`config.mk`:
```
export PLATFORM = sky130hd
export DESIGN_NAME = led_pattern_ctrl_flat
export DESIGN_NICKNAME = d
export VERILOG_FILES = /design/src/rtl/led_pattern_ctrl_if.sv /design/src/rtl/led_pattern_ctrl.sv /design/src/flat_wrapper.sv
export SDC_FILE = /design/constraint.sdc
export NUM_CORES = 1
export LEC_CHECK = 0
export ABC_CLOCK_PERIOD_IN_PS = 2100
export CAP_MARGIN = 20
export CELL_PAD_IN_SITES_DETAIL_PLACEMENT = 2
export CELL_PAD_IN_SITES_GLOBAL_PLACEMENT = 2
export CORE_UTILIZATION = 38
export DETAILED_ROUTE_END_ITERATION = 10
export PLACE_DENSITY_LB_ADDON = 0.3
export RECOVER_POWER = 25
export SLEW_MARGIN = 30
export SYNTH_ARGS = -nofsm -noshare
export SYNTH_HDL_FRONTEND = slang
export SYNTH_SLANG_ARGS = --single-unit
```
`constraint.sdc`:
```
create_clock -name clk_50M -period 2.1 [get_ports clk_50M]
set_clock_uncertainty 0.05 [all_clocks]
set_input_delay 0.42 -clock clk_50M [delete_from_list [all_inputs] [get_ports clk_50M]]
set_output_delay 0.42 -clock clk_50M [all_outputs]
set_load 0.01 [all_outputs]
```
`src/rtl/led_pattern_ctrl_if.sv`:
```
// rtl/led_pattern_ctrl_if.sv - received-byte strobe bundle between uart_rx and the LED engine
interface led_pattern_ctrl_if;
    logic       rx_valid;
    logic [7:0] rx_byte;

    modport master (output rx_valid, output rx_byte);
    modport slave  (input  rx_valid, input  rx_byte);
endinterface

```
`src/rtl/led_pattern_ctrl.sv`:
```
// rtl/led_pattern_ctrl.sv - N-LED pattern engine (scan/direct/blink/rotate) with PWM dimming, fed by UART bytes
module led_pattern_ctrl #(
    parameter int N_LEDS    = 4,
    parameter int STEP_BITS = 23
) (
    input  logic              clk_50M,
    input  logic              rst,
    led_pattern_ctrl_if.slave rx,
    output logic [N_LEDS-1:0] leds,
    output logic [1:0]        mode
);
    localparam int POS_W = (N_LEDS > 1) ? $clog2(N_LEDS) : 1;
    localparam logic [POS_W-1:0] POS_LAST = POS_W'(N_LEDS - 1);

    localparam logic [1:0] MODE_SCAN   = 2'd0;
    localparam logic [1:0] MODE_DIRECT = 2'd1;
    localparam logic [1:0] MODE_BLINK  = 2'd2;
    localparam logic [1:0] MODE_ROTATE = 2'd3;

    typedef enum logic {IDLE, WAIT_DATA} state_t;
    state_t state, state_next;

    logic [N_LEDS-1:0]    pattern;
    logic [3:0]           bright;
    logic [3:0]           pwm_cnt;
    logic [POS_W-1:0]     pos;
    logic                 dir_down;
    logic                 blink_on;
    logic [STEP_BITS-1:0] prescaler;
    logic                 tick;
    logic [7:0]           b;
    logic                 cmd_direct, cmd_mode, cmd_bright, cmd_load;
    logic [N_LEDS-1:0]    scan_raw;
    logic [N_LEDS-1:0]    raw;
    logic                 pwm_en;
    logic                 unused_rx_bits;

    assign b              = rx.rx_byte;
    assign unused_rx_bits = ^b;
    assign tick           = &prescaler;
    assign pwm_en         = (bright == 4'd15) || (pwm_cnt < bright);

    always_ff @(posedge clk_50M or posedge rst) begin
        if (rst) begin
            state <= IDLE;
        end else begin
            state <= state_next;
        end
    end

    always_comb begin
        state_next = state;
        cmd_direct = 1'b0;
        cmd_mode   = 1'b0;
        cmd_bright = 1'b0;
        cmd_load   = 1'b0;
        if (rx.rx_valid) begin
            case (state)
                IDLE: begin
                    if (!b[7]) begin
                        cmd_direct = 1'b1;
                    end else begin
                        case (b[6:5])
                            2'b00:   cmd_mode   = 1'b1;
                            2'b01:   cmd_bright = 1'b1;
                            2'b10:   state_next = WAIT_DATA;
                            default: ;
                        endcase
                    end
                end
                WAIT_DATA: begin
                    // any byte value is data here, even one that looks like a command
                    cmd_load   = 1'b1;
                    state_next = IDLE;
                end
                default: state_next = IDLE;
            endcase
        end
    end

    always_comb begin
        scan_raw = '0;
        for (int i = 0; i < N_LEDS; i++) begin
            scan_raw[i] = (pos == POS_W'(N_LEDS - 1 - i));
        end
        raw = pattern;
        case (mode)
            MODE_SCAN:  raw = scan_raw;
            MODE_BLINK: raw = blink_on ? pattern : '0;
            default:    raw = pattern;
        endcase
    end

    always_ff @(posedge clk_50M or posedge rst) begin
        if (rst) begin
            leds      <= '0;
            mode      <= MODE_SCAN;
            pattern   <= '0;
            bright    <= 4'd15;
            pos       <= '0;
            dir_down  <= 1'b0;
            blink_on  <= 1'b1;
            prescaler <= '0;
            pwm_cnt   <= 4'd0;
        end else begin
            prescaler <= prescaler + 1'b1;
            pwm_cnt   <= pwm_cnt + 1'b1;
            leds      <= raw & {N_LEDS{pwm_en}};

            if (tick) begin
                case (mode)
                    MODE_SCAN: begin
                        if (!dir_down) begin
                            if (pos == POS_LAST) dir_down <= 1'b1;
                            else                 pos      <= pos + 1'b1;
                        end else begin
                            if (pos == '0) dir_down <= 1'b0;
                            else           pos      <= pos - 1'b1;
                        end
                    end
                    MODE_BLINK:  blink_on <= !blink_on;
                    MODE_ROTATE: pattern  <= (pattern << 1) | (pattern >> (N_LEDS - 1));
                    default: ;
                endcase
            end

            // command writes come last so they override a same-cycle tick
            if (cmd_direct) begin
                mode    <= MODE_DIRECT;
                pattern <= N_LEDS'(b[3:0]);
            end
            if (cmd_mode) begin
                mode     <= b[1:0];
                pos      <= '0;
                dir_down <= 1'b0;
                blink_on <= 1'b1;
            end
            if (cmd_bright) begin
                bright <= b[3:0];
            end
            if (cmd_load) begin
                mode    <= MODE_DIRECT;
                pattern <= b[N_LEDS-1:0];
            end
        end
    end
endmodule

```
`src/flat_wrapper.sv`:
```
// flat-port wrapper written by rule: the top's interface ports become plain ports
module led_pattern_ctrl_flat 
#(
    parameter int N_LEDS    = 4,
    parameter int STEP_BITS = 23
)
  (clk_50M, rst, leds, mode, rx_rx_valid, rx_rx_byte);
  led_pattern_ctrl_if rx_i ();
  input  logic clk_50M;
  input  logic rst;
  output logic [N_LEDS-1:0] leds;
  output logic [1:0] mode;
  input wire logic [$bits(rx_i.rx_valid)-1:0] rx_rx_valid;
  input wire logic [$bits(rx_i.rx_byte)-1:0] rx_rx_byte;
  assign rx_i.rx_valid = rx_rx_valid;
  assign rx_i.rx_byte = rx_rx_byte;
  led_pattern_ctrl #(.N_LEDS(N_LEDS), .STEP_BITS(STEP_BITS)) u_core (.clk_50M(clk_50M), .rst(rst), .rx(rx_i), .leds(leds), .mode(mode));
endmodule
```
## Word-level counts from Yosys, hierarchy flattened

Cells that the tools add are included.

| word-level totals | value |
|---|---|
| register bits | 46 |
| input bits | 11 |

| operators by class | value |
|---|---|
| add/subtract/negate cells | 4 |
| $lt $le $gt $ge | 1 |
| reductions and logical operators | 16 |
| eq/ne operators | 10 |
| multiplexer cells | 40 |
| bitwise logic cells | 3 |

Operator list:

| kind | number |
|---|---|
| two-way mux 1 bit | 24 |
| adder 23 x 1 -> 23 bit, second input constant | 1 |
| AND reduction 23 bit | 1 |
| two-way mux 4 bit | 5 |
| two-way mux 2 bit | 9 |
| == test 2 bit, second input constant | 5 |
| nonzero test 3 bit | 3 |
| one-hot mux 4 bit (2 select lines) | 1 |
| zero test 2 bit | 3 |
| AND reduction 2 bit | 3 |
| nonzero test 2 bit | 3 |
| adder 4 x 1 -> 4 bit, second input constant | 1 |
| bitwise AND 4 bit | 1 |
| == test 2 x 1 -> 1 bit, second input constant | 2 |
| == test 4 bit, second input constant | 1 |
| less-than comparator 4 bit | 1 |
| bitwise OR 4 x 1 -> 4 bit | 1 |
| AND reduction 4 bit | 1 |
| != test 3 x 1 -> 1 bit, second input constant | 1 |
| != test 3 bit, second input constant | 1 |
| adder 2 x 1 -> 2 bit, second input constant | 1 |
| one-hot mux 1 bit (2 select lines) | 1 |
| subtractor 2 x 1 -> 2 bit, second input constant | 1 |
| zero test 1 bit | 1 |
| other kinds (2) | 2 |

## Longest topological paths before layout

| depth | value |
|---|---|
| depth after elaboration | 7 |
| mapped depth | 6 |
| mapped depth without buffers | 6 |

## Worst setup path after synthesis

Ideal clock, no wire load.

| path | value |
|---|---|
| kind | register -> register |
| from | register u_core.prescaler[0] |
| to | register u_core.pattern[1] |
| required time | 1968 ps |
| stages on the path, launching flop included | 6 |
| setup time | 82 ps |
| path slack | 388 ps |
| data arrival time | 1580 ps |
| path buffers | 0 |
| period minus slack after synthesis | 1712 ps |
| cells stage by stage | dfrtp_1 > ha_1 > and4_2 > nand2_2 > or4_1 > a31oi_1 |

| on the way | value |
|---|---|
| longest elaborated chain between the ends | 3 |

Ends and longest elaborated chain:

| item | RTL line | source |
|---|---|---|
| start: declaration | led_pattern_ctrl.sv:29 | `logic [STEP_BITS-1:0] prescaler;` |
| start signal: assignment | led_pattern_ctrl.sv:106 | `prescaler <= prescaler + 1'b1;` |
| AND reduction 23 bit | led_pattern_ctrl.sv:40 | `assign tick = &prescaler;` |
| nonzero test 3 bit (no line) | n/a |  |
| AND reduction 2 bit (no line) | n/a |  |
| end signal: assignment | led_pattern_ctrl.sv:122 | `MODE_ROTATE: pattern <= (pattern << 1) \| (pattern >> (N_LEDS - 1));` |
| end signal: assignment | led_pattern_ctrl.sv:130 | `pattern <= N_LEDS'(b[3:0]);` |
| end signal: assignment | led_pattern_ctrl.sv:143 | `pattern <= b[N_LEDS-1:0];` |
| end: declaration | led_pattern_ctrl.sv:23 | `logic [N_LEDS-1:0] pattern;` |

Every way passes these cells.
A chain may end at the register's enable or synchronous reset.

## Worst setup path in the final report

Ends and elaborated chain as after synthesis.

==> qor.txt <==
Worst VDD drop -> 0.244 mV
Net count after synthesis -> 224
H-tree depth -> 2
Worst slew pin tran -> 1020 ps
Leak -> 1.14 nW
Gate Count Post-Synth -> 204
DP Wirelength -> 4.47 mm
Num CTS Buffers -> 5
Crit Path Category -> reg2reg
Slowest CP cell -> or4_1
Final worst-path cycle share -> 0.947
Initial Util -> 0.401
Nets -> 247
Largest net degree at the start of global routing -> 20
Antenna Nets Post-Route -> 0
Placed Instances -> 292
Die H -> 78.7 um
Syn Std Cell Area -> 2240 um2
Initial antenna violation count -> 0
Slew headroom -> 0.319
Reg2Reg Capture Point -> u_core.pattern[1]$_DFFE_PP0P_
Worst hold path class -> in2async
Sequential Power Share -> 0.550
Final setup violation count -> 0
Clk slew on worst S/H paths -> 90 ps
R2r startpoint -> u_core.prescaler[0]$_DFF_PP0_
Fillers -> 592
CP endpoint kind -> register
Synth Flop Type -> dfrtp_1
DIE AREA -> 6190 um2
Post-synth ARST share -> 1.00
Post-cts hold buffer count -> 0
CTS max path bufs -> 2
Clock power share -> 0.308
Fin Hold WS -> 429 ps
Post-CTS Setup Bufs -> 0
Combinational power share -> 0.143
Slew Limit Fails -> 0
Final Hold Violating Endpoints -> 0
Routed vias/inst -> 5.56
Worst reg2reg path depth -> 5
Vias -> 1668
Post-synth EDFFs -> 0
CTS sink count -> 46
# Max-Cap Violations -> 0
Core area -> 5570 um2
Layout area overhead -> 15.0%
Distinct cell type count after synthesis -> 39
CTS tree -> done
CP Max Fanout -> 6
Ys Warns -> 0
Setup TNS -> 0 ps
PD cells -> 712 nW/um2
Kind of start point of the critical path -> register
CP max stage delay -> 560 ps
Fin cells -> 300
FF-to-FF setup slack -> 110 ps
Worst EP arrival -> 2160 ps
RSZ-0062 raised after global routing -> false
First-pass GRT wire length -> 10.3 mm
I/O pin total -> 17
WP data required -> 2270 ps
Sequential area share after synthesis -> 0.518
Ratio of cells with drive above 1 in the final layout -> 0.114
Routed len/inst -> 19.7 um
Chip width -> 78.7 um
Final WL -> 5.91 mm
Total grt overflow -> 0
I/O Buffers -> 15
Detailed-route DRC error count -> 0
CTS Root Cell -> clkbuf_8
Cts repair resizes -> 0
Row cnt -> 27
Number of global-route vias before repair -> 1997
DR iter-0 viols -> 75
Syn avg cell area -> 11.0 um2
CP Launch Point -> u_core.prescaler[0]$_DFF_PP0_
Fmax -> 503 MHz
Minimum clock period -> 1990 ps
Switching share of total power -> 0.264
Total GRT Usage -> 0.220
Internal power -> 1.35 mW
Status -> complete, no violations
Final RePlAce weighted congestion -> 0.787
ANT cells -> 0
DRT Pass-1 Iters -> 4
FF+latch count, synth -> 46
Worst path cell trace -> ha_1, and4_2, nand2_2, or4_1, a31oi_1
Switching pwr -> 0.484 mW
Worst-Skew Late Latency -> 300 ps
[power by group through the flow]
stage	sequential [mW]	clock (mW)	combinational, mW
global placement	1.02	0	0.241
finish	1.01	0.563	0.262
floorplan	1.01	0	0.134
detailed placement	1.02	0	0.264
global route	1.02	0.621	0.291
CTS	1.01	0.589	0.268
[Yosys cell counts (all sizes together) (2+ instances only)]
cell | n | area [um2]
mux2 | 4 | 45.0
xnor2 | 17 | 149
dfrtp | 41 | 1030
ha | 9 | 113
inv | 12 | 45.0
or3 | 2 | 12.5
and2 | 2 | 12.5
nand2 | 13 | 51.3
and4 | 4 | 41.3
a21o | 2 | 15.0
nand2b | 2 | 12.5
nor3 | 4 | 20.0
dfstp | 5 | 131
nand4 | 9 | 71.3
o31ai | 7 | 52.6
nand3 | 13 | 70.1
a31oi | 5 | 31.3
nor2 | 12 | 45.0
nor4 | 2 | 12.5
a21oi | 7 | 35.0
and3 | 4 | 26.3
clkbuf | 2 | 7.51
o21ai | 2 | 10.0
a22oi | 4 | 30.0
xor2 | 6 | 52.6
or4 | 7 | 52.6
[layout make-up]
| type | instances | area [um2] | share of cell area |
|---|---|---|---|
| Sequential cell | 46 | 1160 | 0.450 |
| Inverter | 12 | 45.0 | 0.0175 |
| Timing Repair Buffer | 19 | 173 | 0.0672 |
| Clock buffer | 7 | 86.3 | 0.0336 |
| Clock inverter | 1 | 5.00 | 0.00195 |
| Multi-Input combinational cell | 143 | 1010 | 0.395 |
| Tap cell | 72 | 90.1 | 0.0350 |
[stage by stage]
stage / util / power, mW / instance area, um2 / setup slack, ps
after CTS: 0.463 / 1.86 / 2580 / 108
after global placement: 0.446 / 1.26 / 2490 / 257
after detailed placement: 0.446 / 1.29 / 2490 / 129
after floorplan: - / 1.15 / 2240 / 388
after global routing: 0.461 / 1.93 / 2570 / 15.7
final: 0.461 / 1.83 / 2570 / 112
[kinds of logic after synthesis]
family | share of synthesized area
AO/OA/AOI/OAI | 0.0951
XOR/XNOR | 0.0901
adder cells (fa/ha/maj) | 0.0504
buffers and inverters | 0.0285
flip-flops | 0.518
multiplexers | 0.0201
AND/OR/NAND/NOR | 0.198
[critical path: cells and delay by family (launching register included)]
kind,cells,cell delay (ps)
AND/OR/NAND/NOR,3,1010
AO/OA/AOI/OAI,1,220
adder cells (fa/ha/maj),1,250
flip-flops,1,390
[cell usage in the layout, fill, tap and decap left out, types with 3 or more instances in the layout]
master           count
or4_1                7
and3_1               3
xor2_1               6
ha_1                 9
nand2_1             12
inv_1               11
clkbuf_8             6
dfstp_2              5
a22oi_1              4
mux2_2               4
a31oi_1              5
nor2_1              12
nand3_1             12
a21oi_1              7
clkbuf_1             3
dfrtp_1             41
o31ai_1              7
nor3_1               4
nand4_1              8
xnor2_1             17
clkdlybuf4s50_1     14
[state kept, by name, summed over array words and instances, names as in the netlist]
| name | cells |
|---|---|
| u_core.mode | 2 |
| u_core.prescaler | 23 |
| u_core.pattern | 4 |
| u_core.blink_on | 1 |
| u_core.bright | 4 |
| u_core.dir_down | 1 |
| u_core.leds | 4 |
| u_core.pos | 2 |
| u_core.state | 1 |
| u_core.pwm_cnt | 4 |
[worst max-delay path by stage]
stage | to | cells after the start
2_1_floorplan | u_core.pattern[1]$_DFFE_PP0P_ | 5
3_3_place_gp | u_core.pattern[2]$_DFFE_PP0P_ | 5
3_5_place_dp | u_core.pattern[0]$_DFFE_PP0P_ | 5
4_1_cts | u_core.pattern[1]$_DFFE_PP0P_ | 5
5_1_grt | u_core.pattern[1]$_DFFE_PP0P_ | 5
6_report | u_core.pattern[1]$_DFFE_PP0P_ | 5
[per-layer routing]
metal | part of all wire | track usage | vias to the layer above
met1 | 0.39 | 0.239 | 860
met2 | 0.57 | 0.422 | 19
met5 | 0 | 0 | -
met3 | 0.017 | 0.0402 | 10
met4 | 0.019 | 0.0796 | 0
li1 | - | - | 779
Note: power is estimated with default switching activity, not from simulation.
